File: src/rtl/alu_arbiter.sv
// Two-requester front end for a shared combinational ALU with a registered response channel.
// Optional feature: define ALU_ARB_RR_EN for round-robin tie breaking (default: requester 0 wins ties).
module alu_arbiter (
    input  logic        clk,
    input  logic        rst,
    input  logic        req0_valid,
    output logic        req0_ready,
    input  logic [31:0] req0_a,
    input  logic [31:0] req0_b,
    input  logic [3:0]  req0_op,
    input  logic        req1_valid,
    output logic        req1_ready,
    input  logic [31:0] req1_a,
    input  logic [31:0] req1_b,
    input  logic [3:0]  req1_op,
    output logic [31:0] alu_srca,
    output logic [31:0] alu_srcb,
    output logic [3:0]  alu_ctrl,
    input  logic [31:0] alu_result,
    input  logic        alu_zero,
    input  logic        alu_sign,
    output logic        rsp_valid,
    output logic        rsp_id,
    output logic [31:0] rsp_result,
    output logic        rsp_zero,
    output logic        rsp_sign,
    output logic        rsp_err,
    input  logic        rsp_ready,
    output logic        dbg_state,
    output logic        dbg_last_grant
);

    // Handshake: a request transfers on a cycle where reqN_valid && reqN_ready; the
    // response transfers on a cycle where rsp_valid && rsp_ready.
    typedef enum logic {IDLE = 1'b0, HOLD = 1'b1} state_t;

    state_t      state_q, state_d;
    logic        last_grant;
    logic        accept;
    logic        grant;
    logic [3:0]  grant_op;
    logic        illegal_op;

    always_comb begin
        state_d    = state_q;
        accept     = 1'b0;
        grant      = 1'b0;
        grant_op   = 4'd0;
        illegal_op = 1'b0;
        req0_ready = 1'b0;
        req1_ready = 1'b0;
        alu_srca   = 32'd0;
        alu_srcb   = 32'd0;
        alu_ctrl   = 4'd0;

        if (!rst && (state_q == IDLE || rsp_ready) && (req0_valid || req1_valid)) begin
            accept = 1'b1;
        end

        if (req0_valid && req1_valid) begin
`ifdef ALU_ARB_RR_EN
            grant = ~last_grant;
`else
            grant = 1'b0;
`endif
        end else begin
            grant = req1_valid;
        end

        grant_op   = grant ? req1_op : req0_op;
        // 1010..1110 are reserved; they are accepted but never reach the ALU.
        illegal_op = (grant_op >= 4'b1010) && (grant_op != 4'b1111);

        if (accept) begin
            req0_ready = ~grant;
            req1_ready = grant;
            if (!illegal_op) begin
                alu_srca = grant ? req1_a : req0_a;
                alu_srcb = grant ? req1_b : req0_b;
                alu_ctrl = grant_op;
            end
            state_d = HOLD;
        end else if (state_q == HOLD && rsp_ready) begin
            state_d = IDLE;
        end
    end

    always_ff @(posedge clk) begin
        if (rst) begin
            state_q <= IDLE;
        end else begin
            state_q <= state_d;
        end
    end

    always_ff @(posedge clk) begin
        if (rst) begin
            rsp_id     <= 1'b0;
            rsp_result <= 32'd0;
            rsp_zero   <= 1'b0;
            rsp_sign   <= 1'b0;
            rsp_err    <= 1'b0;
            last_grant <= 1'b1;
        end else if (accept) begin
            rsp_id     <= grant;
            last_grant <= grant;
            if (illegal_op) begin
                rsp_result <= 32'd0;
                rsp_zero   <= 1'b1;
                rsp_sign   <= 1'b0;
                rsp_err    <= 1'b1;
            end else begin
                rsp_result <= alu_result;
                rsp_zero   <= alu_zero;
                rsp_sign   <= alu_sign;
                rsp_err    <= 1'b0;
            end
        end
    end

    assign rsp_valid      = (state_q == HOLD);
    assign dbg_state      = state_q;
    assign dbg_last_grant = last_grant;

endmodule

File: config.mk
export PLATFORM = sky130hd
export DESIGN_NAME = alu_arbiter
export DESIGN_NICKNAME = d
export VERILOG_FILES = /design/src/rtl/alu_arbiter.sv
export SDC_FILE = /design/constraint.sdc
export NUM_CORES = 1
export LEC_CHECK = 0
export BUFFER_PORTS_ARGS = -buffer_cell sky130_fd_sc_hd__buf_2
export CAP_MARGIN = 25
export CORE_AREA = 2 2 110 112
export DETAILED_ROUTE_END_ITERATION = 16
export DIE_AREA = 0 0 112 114
export PLACE_DENSITY = 0.65
export SLEW_MARGIN = 20
export SYNTH_ARGS = -nofsm -noshare
export SYNTH_HDL_FRONTEND = slang
export SYNTH_SLANG_ARGS = --single-unit
File: constraint.sdc
create_clock -name clk -period 5.15 [get_ports clk]
set_clock_uncertainty 0.15 [all_clocks]
set_input_delay 1.545 -clock clk [delete_from_list [all_inputs] [get_ports clk]]
set_output_delay 1.545 -clock clk [all_outputs]
set_load 0.01 [all_outputs]
======== Yosys cells after proc, flatten, opt, wreduce, memory -nomap -nowiden ========
Cells that the tools add are included.
storage, ports and cells
  flip-flop bits (word level) ............. 38
  input port bits ......................... 175
  output and inout port bits .............. 109
  logic and storage cells ................. 39
operators by class
  mux-type cells .......................... 19
  $lt $le $gt $ge ......................... 1
  reduce and logical (&&, ||, !) cells .... 9
  equal/unequal tests ..................... 1
  bitwise gates (word level) .............. 2
operators with widths
  cell                                                       number
  2-to-1 mux 32 bit                                          7
  2-to-1 mux 4 bit                                           3
  2-to-1 mux 1 bit                                           9
  logical AND 1 bit                                          5
  greater-or-equal comparator 4 bit (second input constant)  1
  inequality test 4 bit (second input constant)              1
  logical OR 1 bit                                           2
  inverter 1 bit                                             2
  nonzero test 2 bit                                         1
  zero test 1 bit                                            1

======== Depth between registers and ports, before layout ========
Gate-level depths: netlist (run 1).
  depth in word-level cells ............... 7
  gate-level depth with buffers ........... 6
  gate-level depth less buffers ........... 3

======== Worst setup path after synthesis (run 1) ========
No wires, ideal clock.
  kind .................................... input-to-output
  start ................................... in req1_op[2]
  end ..................................... out alu_srca[16]
  data arrival time ....................... 2.485 ns
  path buffers ............................ 2
  slack ................................... 0.970 ns
  data required time ...................... 3.455 ns
  cell stages on the path ................. 5
  cells stage by stage .................... o21ai_4 > buf_2 > buf_2 > o211ai_1 > a21oi_1
between the ends
  cells in the longest elaborated chain, start to end .. 5
  elaborated cells on any way between the ends .. 6
  classes of those cells .................. 1 x order compare; 1 x eq/ne; 3 x mux; 1 x reduce/logical
ends and longest elaborated chain
  element                                                                     line  text
  start, declared                                                             15    input logic [3:0] req1_op,
  2-to-1 mux 4 bit (*)                                                        70    grant_op = grant ? req1_op : req0_op;
  greater-or-equal comparator 4 bit or inequality test 4 bit (tied branches)  72    illegal_op = (grant_op >= 4'b1010) && (grant_op != 4'b1111);
  logical AND 1 bit (*)                                                       72
  2-to-1 mux 32 bit (*)                                                       77    if (!illegal_op) begin
  2-to-1 mux 32 bit (*)                                                       74    if (accept) begin
  end, declared                                                               16    output logic [31:0] alu_srca,
Mark *: on every way between the ends. The rest lies on a longest branch, timed or not.

======== Worst setup path after layout (run 1) ========
  start ................................... in req0_valid
  end ..................................... out alu_ctrl[2]
between the ends
  cells in the longest elaborated chain, start to end .. 7
  elaborated cells on any way between the ends .. 11
  classes of those cells .................. 1 x order compare; 1 x eq/ne; 5 x mux; 4 x reduce/logical
ends and longest elaborated chain
  element                                                                     line  text
  start, declared                                                             6     input logic req0_valid,
  logical AND 1 bit                                                           60    if (req0_valid && req1_valid) begin
  2-to-1 mux 1 bit                                                            60
  2-to-1 mux 4 bit                                                            70
  greater-or-equal comparator 4 bit or inequality test 4 bit (tied branches)  72
  logical AND 1 bit                                                           72
  2-to-1 mux 4 bit                                                            77
  2-to-1 mux 4 bit (*)                                                        74
  end, declared                                                               18    output logic [3:0] alu_ctrl,
Marked as above.

==> impl_metrics.env, run 1 <==
export IMPL_run_status="completed"
export IMPL_die_h_um=114
export IMPL_placement_io_buffers=283
export IMPL_clock_power_share=0.312
export IMPL_grt_pass1_vias=4249
export IMPL_rsz0062_at_grt="no"
export IMPL_timing_rr_start="dbg_state$_SDFFE_PP0P_"
export IMPL_synth_area_per_cell_um2=7.636
export IMPL_yosysTopAreaCell="o211ai_1"
export IMPL_n_antenna_cell=0
export IMPL_grt_max_degree=71
export IMPL_finalPower_mw=0.9818
export IMPL_slew_headroom=0.4416
export IMPL_crit_type="in -> out"
export IMPL_drtIter0Drc=419
export IMPL_fin_crit_ns=4.560
export IMPL_place_inst=818
export IMPL_p_leak_nw=2.140
export IMPL_pin_count=284
export IMPL_cts_made_buffers=5
export IMPL_synth_enable_flop_cells=0
export IMPL_tns_ns=0
export IMPL_peakVddDrop_v=0.0002271
export IMPL_ys_async_sr_fraction=0
export IMPL_cts_root_buffer="clkbuf_16"
export IMPL_seqPwrFrac=0.333
export IMPL_ant_nets=0
export IMPL_die_area_um2=12770
export IMPL_fmax_ghz=0.2193
export IMPL_wl_um=13560
export IMPL_cts_resized=0
export IMPL_synth_common_cells="136 x o211ai_1, 71 x a21oi_1, 38 x buf_2, 38 x dfxtp_1"
export IMPL_netlist_cell_type_count=27
export IMPL_final_nets=853
export IMPL_maxCapViolations=0
export IMPL_core_area_um2=11710
export IMPL_syn_nets=622
export IMPL_path_max_fanout=56
export IMPL_antenna_found_initial=0
export IMPL_yosysMostFrequentCell="o211ai_1"
export IMPL_required_ns=3.46
export IMPL_netSwitchingFraction=0.3310
export IMPL_finalCritPeriodShare=0.8855
export IMPL_p_switching_mw=0.3250
export IMPL_clkTransAtPathRegs_ns=0.05
export IMPL_netlist_area_um2=3413
export IMPL_cts_tree="done"
export IMPL_hold_class="reg -> reg"
export IMPL_gp_congestion=0.8755
export IMPL_start_util=0.2915
export IMPL_synth_cells=447
export IMPL_wire_per_inst_um=16.42
export IMPL_dp_hpwl_um=9704
export IMPL_yosysSeqAreaShare=0.2229
export IMPL_clock_latency_ns=0.27
export IMPL_rows=40
export IMPL_worstSetupStartpointType="input pin"
export IMPL_dr_pass1_iters=5
export IMPL_die_w_um=112
export IMPL_grt_pass1_wl_um=21080
export IMPL_crit_arrival_ns=2.87
export IMPL_worstMarginPinSlew_ns=0.8344
export IMPL_cts_sinks=38
export IMPL_final_setup_viol_count=0
export IMPL_yosysWarningCount=0
export IMPL_drt_vias_per_instance=5.650
export IMPL_powerDensity_nw_per_um2=199.5
export IMPL_vias=4667
export IMPL_final_cells=826
export IMPL_synthToLayoutAreaGrowth_pct=44.17
export IMPL_cts_max_level=2
export IMPL_crit_start="req0_valid"
export IMPL_min_from="rsp_result[21]$_SDFFE_PP0P_"
export IMPL_finalHoldViolCount=0
export IMPL_share_comb_of_total_power=0.355
export IMPL_cp_end_kind="output pin"
export IMPL_yosys_register_bits=38
export IMPL_ctsLongestPathBuffers=2
export IMPL_layout_drive_gt1_share=0.4713
export IMPL_slew_violations=0
export IMPL_p_int_mw=0.6568
export IMPL_postCtsSetupBuffers=0
export IMPL_track_usage=0.1939
export IMPL_hold_buffers=0
export IMPL_overflow=0
export IMPL_synth_area_leaders="o211ai_1 30%, dfxtp_1 22%, a21oi_1 10%"
export IMPL_ys_flop_type="dfxtp_1"
export IMPL_route_detailed_drc=0
export IMPL_synth_top_area_share=0.2991
-- cells in the final DEF (no fill, tap or decap), types with 2 or more instances in the layout --
master	netlist	final
a21oi_1	71	71
and3_2	0	2
buf_12	0	4
buf_2	38	283
buf_4	13	12
clkbuf_16	0	5
dfxtp_1	38	38
inv_1	33	33
nand4_1	33	33
nor2b_1	3	2
nor3_1	3	3
nor3_4	2	2
o211ai_1	136	136
o21ai_0	3	3
o21ai_4	2	3
o32ai_1	33	33
-- power by group through the flow --
| stage | Combinational, mW | Clock (mW) | Sequential, mW |
|---|---|---|---|
| 3_5_place_dp | 0.349 | 0 | 0.333 |
| 3_3_place_gp | 0.342 | 0 | 0.332 |
| 2_1_floorplan | 0.190 | 0 | 0.343 |
| 4_1_cts | 0.350 | 0.311 | 0.327 |
| 5_1_grt | 0.379 | 0.323 | 0.329 |
| 6_report | 0.349 | 0.306 | 0.327 |
-- layer usage --
layer | vias up | wire length (um) | track usage | share of wire
li1 | 2243 | - | - | -
met1 | 2175 | 5754 | 0.2608 | 0.42
met2 | 239 | 6714 | 0.3394 | 0.50
met3 | 10 | 1005 | 0.02604 | 0.074
met4 | 0 | 88 | 0.03089 | 0.0065
met5 | - | 0 | 0 | 0
-- through the flow --
step                setup WS [ns]  utilization  hold WS, ns  instance area [um^2]
floorplan                  0.9704            -       0.3255                  3413
global placement           0.6699       0.4066       0.2853                  4762
detailed placement         0.6053       0.4073       0.2915                  4770
CTS                        0.5941       0.4202       0.3002                  4921
global route               0.4952       0.4202       0.3115                  4921
finish                     0.5898       0.4202       0.3010                  4921
-- critical path, stage by stage --
cell,delay [ns]
buf_2,0.16
or2_1,0.15
nand3_2,0.29
buf_12,0.30
a21oi_1,0.20
buf_2,0.17
-- flip-flops by register name, summed over array words and instances (netlist names) --
name / cells
rsp_result: 32
dbg_last_grant: 1
dbg_state: 1
rsp_err: 1
rsp_id: 1
rsp_sign: 1
rsp_zero: 1
-- path summary, 6_finish.rpt --
| path | slack (ns) | depth (start not counted) | to |
|---|---|---|---|
| hold / removal | 0.30 | 2 | rsp_result[21]$_SDFFE_PP0P_ |
| hold reg to reg | 0.30 | 2 | rsp_result[21]$_SDFFE_PP0P_ |
| setup / recovery | 0.59 | 6 | alu_ctrl[2] |
| setup reg to reg | 3.42 | 3 | rsp_result[1]$_SDFFE_PP0P_ |
-- layout make-up --
class	count	area, um^2
Fill cell	1188	6790
Multi-Input combinational cell	300	2111
Timing Repair Buffer	299	1587
Sequential cell	38	760.7
Tap cell	147	183.9
Clock buffer	6	138.9
Inverter	34	127.6
Clock inverter	2	12.51
-- logic make-up (layout without fill, tap and decap cells) --
| logic type | after synthesis | count (layout) | synth area share |
|---|---|---|---|
| buffers and inverters | 109 | 341 | 0.1657 |
| AO/OA/AOI/OAI | 249 | 249 | 0.5117 |
| AND/OR/NAND/NOR | 51 | 51 | 0.09971 |
| flip-flops | 38 | 38 | 0.2229 |
(Power assumes the default switching activity.)
==> run 2: changes to the inputs <==
Settings changed: CORE_AREA 2 2 110 112 to unset, CORE_MARGIN set to 2, CORE_UTILIZATION set to 30, DIE_AREA 0 0 112 114 to unset, PLACE_DENSITY 0.65 to 0.66.
==> run 2 against run 1 <==
Sequential cell count unchanged; worst setup slack worse by 0.0067 ns; sequential share of layout area down 0.27 points; core utilization up 3.6 points; critical path type unchanged; cell count down 0.36%; combinational power about the same; highest routed layer unchanged; clock power up 29%.
==> impl_metrics.env, run 2 (same netlist as run 1, synthesis figures left out) <==
export IMPL_drtIter0Drc=498
export IMPL_tns_ns=0
export IMPL_route_detailed_drc=0
export IMPL_multi_input_area_um2=2103
export IMPL_cts_root_buffer="clkbuf_16"
export IMPL_run_status="completed"
export IMPL_final_nets=853
export IMPL_grt_pass1_vias=4325
export IMPL_max_stage_delay_ns=0.36
export IMPL_clock_latency_ns=0.27
export IMPL_place_area_um2=4803
export IMPL_hold_class="reg -> reg"
export IMPL_peakVddDrop_v=0.0002028
export IMPL_ant_nets=0
export IMPL_final_common_cell="buf_2"
export IMPL_wl_met2_um=6410
export IMPL_regArea_um2=760.7
export IMPL_wl_met1_um=5622
export IMPL_synthToLayoutAreaGrowth_pct=46.70
export IMPL_crit_type="in -> out"
export IMPL_crit_family="buffers and inverters"
export IMPL_place_inst=811
export IMPL_fin_crit_ns=4.567
export IMPL_worstSetupStartpointType="input pin"
export IMPL_dr_pass1_iters=6
export IMPL_finalHoldViolCount=0
export IMPL_cts_resized=0
export IMPL_postCtsSetupBuffers=0
export IMPL_layout_drive_gt1_share=0.4713
export IMPL_path_cells="buf_2 > and3_2 > buf_12 > o211ai_1 > a21oi_1 > buf_2"
export IMPL_n_fill_cell=1090
export IMPL_finalPower_mw=1.073
export IMPL_powerDensity_nw_per_um2=214.3
export IMPL_gp_congestion=0.9087
export IMPL_finalCritPeriodShare=0.8868
export IMPL_largest_register="rsp_result"
export IMPL_crit_arrival_ns=2.87
export IMPL_cts_tree="done"
export IMPL_fmax_ghz=0.2190
export IMPL_grt_max_degree=72
export IMPL_rows=38
export IMPL_slew_headroom=0.6521
export IMPL_track_usage=0.2050
export IMPL_largest_reg_flops=32
export IMPL_placement_io_buffers=283
export IMPL_dp_hpwl_um=9860
export IMPL_drt_vias_per_instance=5.765
export IMPL_pin_count=284
export IMPL_worstMarginPinSlew_ns=0.5199
export IMPL_clkTransAtPathRegs_ns=0.06
export IMPL_final_cells=823
export IMPL_final_cell_area_um2=5007
export IMPL_cts_max_level=2
export IMPL_core_area_um2=10980
export IMPL_die_area_um2=12250
export IMPL_slowest_stage="and3_2"
export IMPL_cts_sinks=38
export IMPL_routed_wl_met3_um=1340
export IMPL_pre_cts_ws_ns=0.6193
export IMPL_maxCapViolations=0
export IMPL_top_layer_used="met4"
export IMPL_final_setup_viol_count=0
export IMPL_vias=4745
export IMPL_overflow=0
export IMPL_path_buf_inv=3
export IMPL_grt_pass1_wl_um=21640
export IMPL_die_w_um=110.7
export IMPL_antenna_found_initial=4
export IMPL_cp_common_cell="buf_2"
export IMPL_slew_violations=0
export IMPL_path_max_fanout=61
export IMPL_wl_um=13790
export IMPL_ctsLongestPathBuffers=2
export IMPL_cts_made_buffers=5
export IMPL_start_util=0.3108
export IMPL_rsz0062_at_grt="no"
export IMPL_die_h_um=110.7
export IMPL_p_leak_nw=2.174
export IMPL_worst_slack_ns=0.5830
export IMPL_hold_buffers=0
export IMPL_cp_end_kind="output pin"
export IMPL_required_ns=3.46
export IMPL_layout_common_cells="283 x buf_2, 136 x o211ai_1, 71 x a21oi_1"
export IMPL_wire_per_inst_um=16.76
## run 2: changes by cell type in the layout (fill, tap and decap cells not counted), sizes merged
cell,previous run,this run
clkinvlp,1,0
bufinv,0,2
clkbuf,6,5
diode,0,4
## run 2: path summary, 6_finish.rpt
check | startpoint | end | slack (ns) | depth (start not counted)
setup / recovery | req0_op[2] | alu_srcb[27] | 0.58 | 6
hold / removal | rsp_result[5]$_SDFFE_PP0P_ | rsp_result[5]$_SDFFE_PP0P_ | 0.30 | 2
setup reg to reg | dbg_state$_SDFFE_PP0P_ | rsp_result[22]$_SDFFE_PP0P_ | 3.56 | 4
hold reg to reg | rsp_result[5]$_SDFFE_PP0P_ | rsp_result[5]$_SDFFE_PP0P_ | 0.30 | 2
## run 2: area by class of cell
cell class                      instances  area share
Inverter                               34     0.02549
Clock inverter                          3     0.01374
Sequential cell                        38      0.1519
Antenna cell                            4    0.001999
Clock buffer                            5     0.02499
Tap cell                              140     0.03498
Timing Repair Buffer                  299      0.3268
Multi-Input combinational cell        300      0.4200
## run 2: metrics by stage
step           utilization  hold WS [ns]
6_report            0.4559        0.2974
5_1_grt             0.4559        0.3199
4_1_cts             0.4550        0.3004
3_5_place_dp        0.4373        0.2911
3_3_place_gp        0.4373        0.2861
2_1_floorplan            -        0.3255
## run 2: power by group
group	internal, mW	switching, mW
Combinational	0.153	0.199
Clock	0.278	0.116
Sequential	0.316	0.0113
Total	0.747	0.327
## run 2: metal layers
metal | vias up | global-route usage
li1 | 2250 | -
met1 | 2159 | 0.2650
met2 | 301 | 0.3354
met3 | 35 | 0.04374
met4 | 0 | 0.07667
met5 | - | 0
## run 2: worst reg2reg max path: stages (launching register included)
cell and delay (ns):
dfxtp_1 0.34, nand2b_1 0.12, buf_4 0.37, nand4_1 0.15, o32ai_1 0.34
==> run 3: changes to the inputs <==
Settings changed: CTS_BUF_LIST set to sky130_fd_sc_hd__clkbuf_4 sky130_fd_sc_hd__clkbuf_8 sky130_fd_sc_hd__clkbuf_16.
Clock period 5.15 ns to 5.6 ns, I/O delays scaled along.
==> run 3 against run 2 <==
Global-route usage grew 0.18 points; non-clock buffer count grew 1; critical endpoint is now alu_srca[7]; critical path depth is the same; highest routed layer unchanged.
==> impl_metrics.env, run 3 (same netlist as run 1, synthesis figures left out) <==
export IMPL_clock_latency_ns=0.27
export IMPL_timing_rr_start="dbg_state$_SDFFE_PP0P_"
export IMPL_maxCapViolations=0
export IMPL_finalHoldViolCount=0
export IMPL_wl_um=13980
export IMPL_finalPower_mw=0.9940
export IMPL_min_from="rsp_result[2]$_SDFFE_PP0P_"
export IMPL_grt_max_degree=72
export IMPL_r2r_cells=4
export IMPL_track_usage=0.2068
export IMPL_p_leak_nw=2.184
export IMPL_share_comb_of_total_power=0.330
export IMPL_layout_common_cells="283 x buf_2, 136 x o211ai_1, 71 x a21oi_1"
export IMPL_rsz0062_at_grt="no"
export IMPL_fin_crit_ns=5.000
export IMPL_die_w_um=110.7
export IMPL_clock_power_share=0.368
export IMPL_seqPwrFrac=0.303
export IMPL_required_ns=3.77
export IMPL_ctsLongestPathBuffers=2
export IMPL_r2r_end="rsp_result[17]$_SDFFE_PP0P_"
export IMPL_netSwitchingFraction=0.3069
export IMPL_final_setup_viol_count=0
export IMPL_grt_pass1_vias=4310
export IMPL_p_int_mw=0.6889
export IMPL_fmax_ghz=0.2000
export IMPL_dr_pass1_iters=5
export IMPL_gp_congestion=0.8836
export IMPL_start_util=0.3108
export IMPL_overflow=0
export IMPL_rows=38
export IMPL_cts_tree="done"
export IMPL_grt_pass1_wl_um=21960
export IMPL_cp_common_cell="buf_2"
export IMPL_slew_violations=0
export IMPL_whs_endpoint="rsp_result[2]$_SDFFE_PP0P_"
export IMPL_pre_cts_ws_ns=0.6222
export IMPL_drtIter0Drc=476
export IMPL_cts_made_buffers=5
export IMPL_hold_depth=2
export IMPL_run_status="completed"
export IMPL_die_area_um2=12250
export IMPL_cts_sinks=38
export IMPL_worst_slack_ns=0.6000
export IMPL_pin_count=284
export IMPL_path_cells="buf_2 > and3_2 > buf_12 > o211ai_1 > a21oi_1 > buf_2"
export IMPL_worstSetupStartpointType="input pin"
export IMPL_antenna_found_initial=3
export IMPL_cts_max_level=2
export IMPL_hold_buffers=0
export IMPL_cts_resized=0
export IMPL_path_max_fanout=37
export IMPL_wire_per_inst_um=16.98
export IMPL_worstMarginPinSlew_ns=0.6531
export IMPL_drt_vias_per_instance=5.670
export IMPL_final_common_cell="buf_2"
export IMPL_die_h_um=110.7
export IMPL_hold_class="reg -> reg"
export IMPL_cts_root_buffer="clkbuf_16"
export IMPL_clkTransAtPathRegs_ns=0.06
export IMPL_slew_headroom=0.5646
export IMPL_postCtsSetupBuffers=0
export IMPL_reg2reg_setup_slack_ns=4.08
export IMPL_largest_reg_flops=32
export IMPL_crit_arrival_ns=3.17
export IMPL_peakVddDrop_v=0.0002062
export IMPL_core_area_um2=10980
export IMPL_synthToLayoutAreaGrowth_pct=47.18
export IMPL_placement_io_buffers=283
export IMPL_tns_ns=0
export IMPL_finalCritPeriodShare=0.8929
export IMPL_crit_type="in -> out"
export IMPL_dp_hpwl_um=10050
export IMPL_ant_nets=0
export IMPL_slowest_stage="and3_2"
export IMPL_route_detailed_drc=0
export IMPL_p_switching_mw=0.3050
export IMPL_layout_drive_gt1_share=0.4721
export IMPL_vias=4666
export IMPL_cp_end_kind="output pin"
export IMPL_max_stage_delay_ns=0.61
export IMPL_largest_register="rsp_result"
export IMPL_final_nets=854
export IMPL_powerDensity_nw_per_um2=197.9
## run 3: worst max-delay path by stage
stage,cells past startpoint,startpoint,slack [ns],to
5_1_grt,6,req1_op[1],0.48,alu_srca[5]
3_5_place_dp,6,req0_op[1],0.62,alu_srca[7]
3_3_place_gp,6,req0_op[1],0.65,alu_srca[26]
6_report,6,req0_op[1],0.60,alu_srca[7]
2_1_floorplan,5,req1_op[2],1.15,alu_srca[16]
4_1_cts,6,req0_op[1],0.61,alu_srca[7]
## run 3: layout make-up
type                            instances  area, um^2
Fill cell                            1101        5959
Sequential cell                        38       760.7
Antenna cell                            3       7.507
Multi-Input combinational cell        300        2103
Clock inverter                          3       68.82
Tap cell                              140       175.2
Timing Repair Buffer                  300        1655
Clock buffer                            5       125.1
Inverter                               34       127.6
## run 3: power by group through the flow
stage	Sequential [mW]	Combinational, mW	Clock [mW]
2_1_floorplan	0.315	0.175	0
3_3_place_gp	0.305	0.318	0
3_5_place_dp	0.307	0.325	0
4_1_cts	0.301	0.327	0.371
5_1_grt	0.303	0.355	0.385
6_report	0.301	0.328	0.365
## run 3: through the flow
stage	instance area, um^2	utilization	std cells	hold slack, ns
after global routing	5024	0.4574	823	0.3259
after floorplan	3413	-	447	0.3255
after CTS	5016	0.4567	820	0.3032
after detailed placement	4822	0.4391	812	0.2939
after global placement	4796	0.4367	810	0.2854
final	5024	0.4574	823	0.3055
## run 3: critical path: cells and delay by family
kind | cells | cell delay (ns)
AOI/OAI and AO/OA | 2 | 0.29
buffers and inverters | 3 | 0.56
and+or+nand+nor | 1 | 0.61
## run 3: layer usage
| metal | GRT usage | vias to the layer above | share of wire |
|---|---|---|---|
| li1 | - | 2251 | - |
| met1 | 0.2665 | 2147 | 0.42 |
| met2 | 0.3472 | 247 | 0.48 |
| met3 | 0.04647 | 21 | 0.085 |
| met4 | 0.05750 | 0 | 0.017 |
| met5 | 0 | - | 0 |
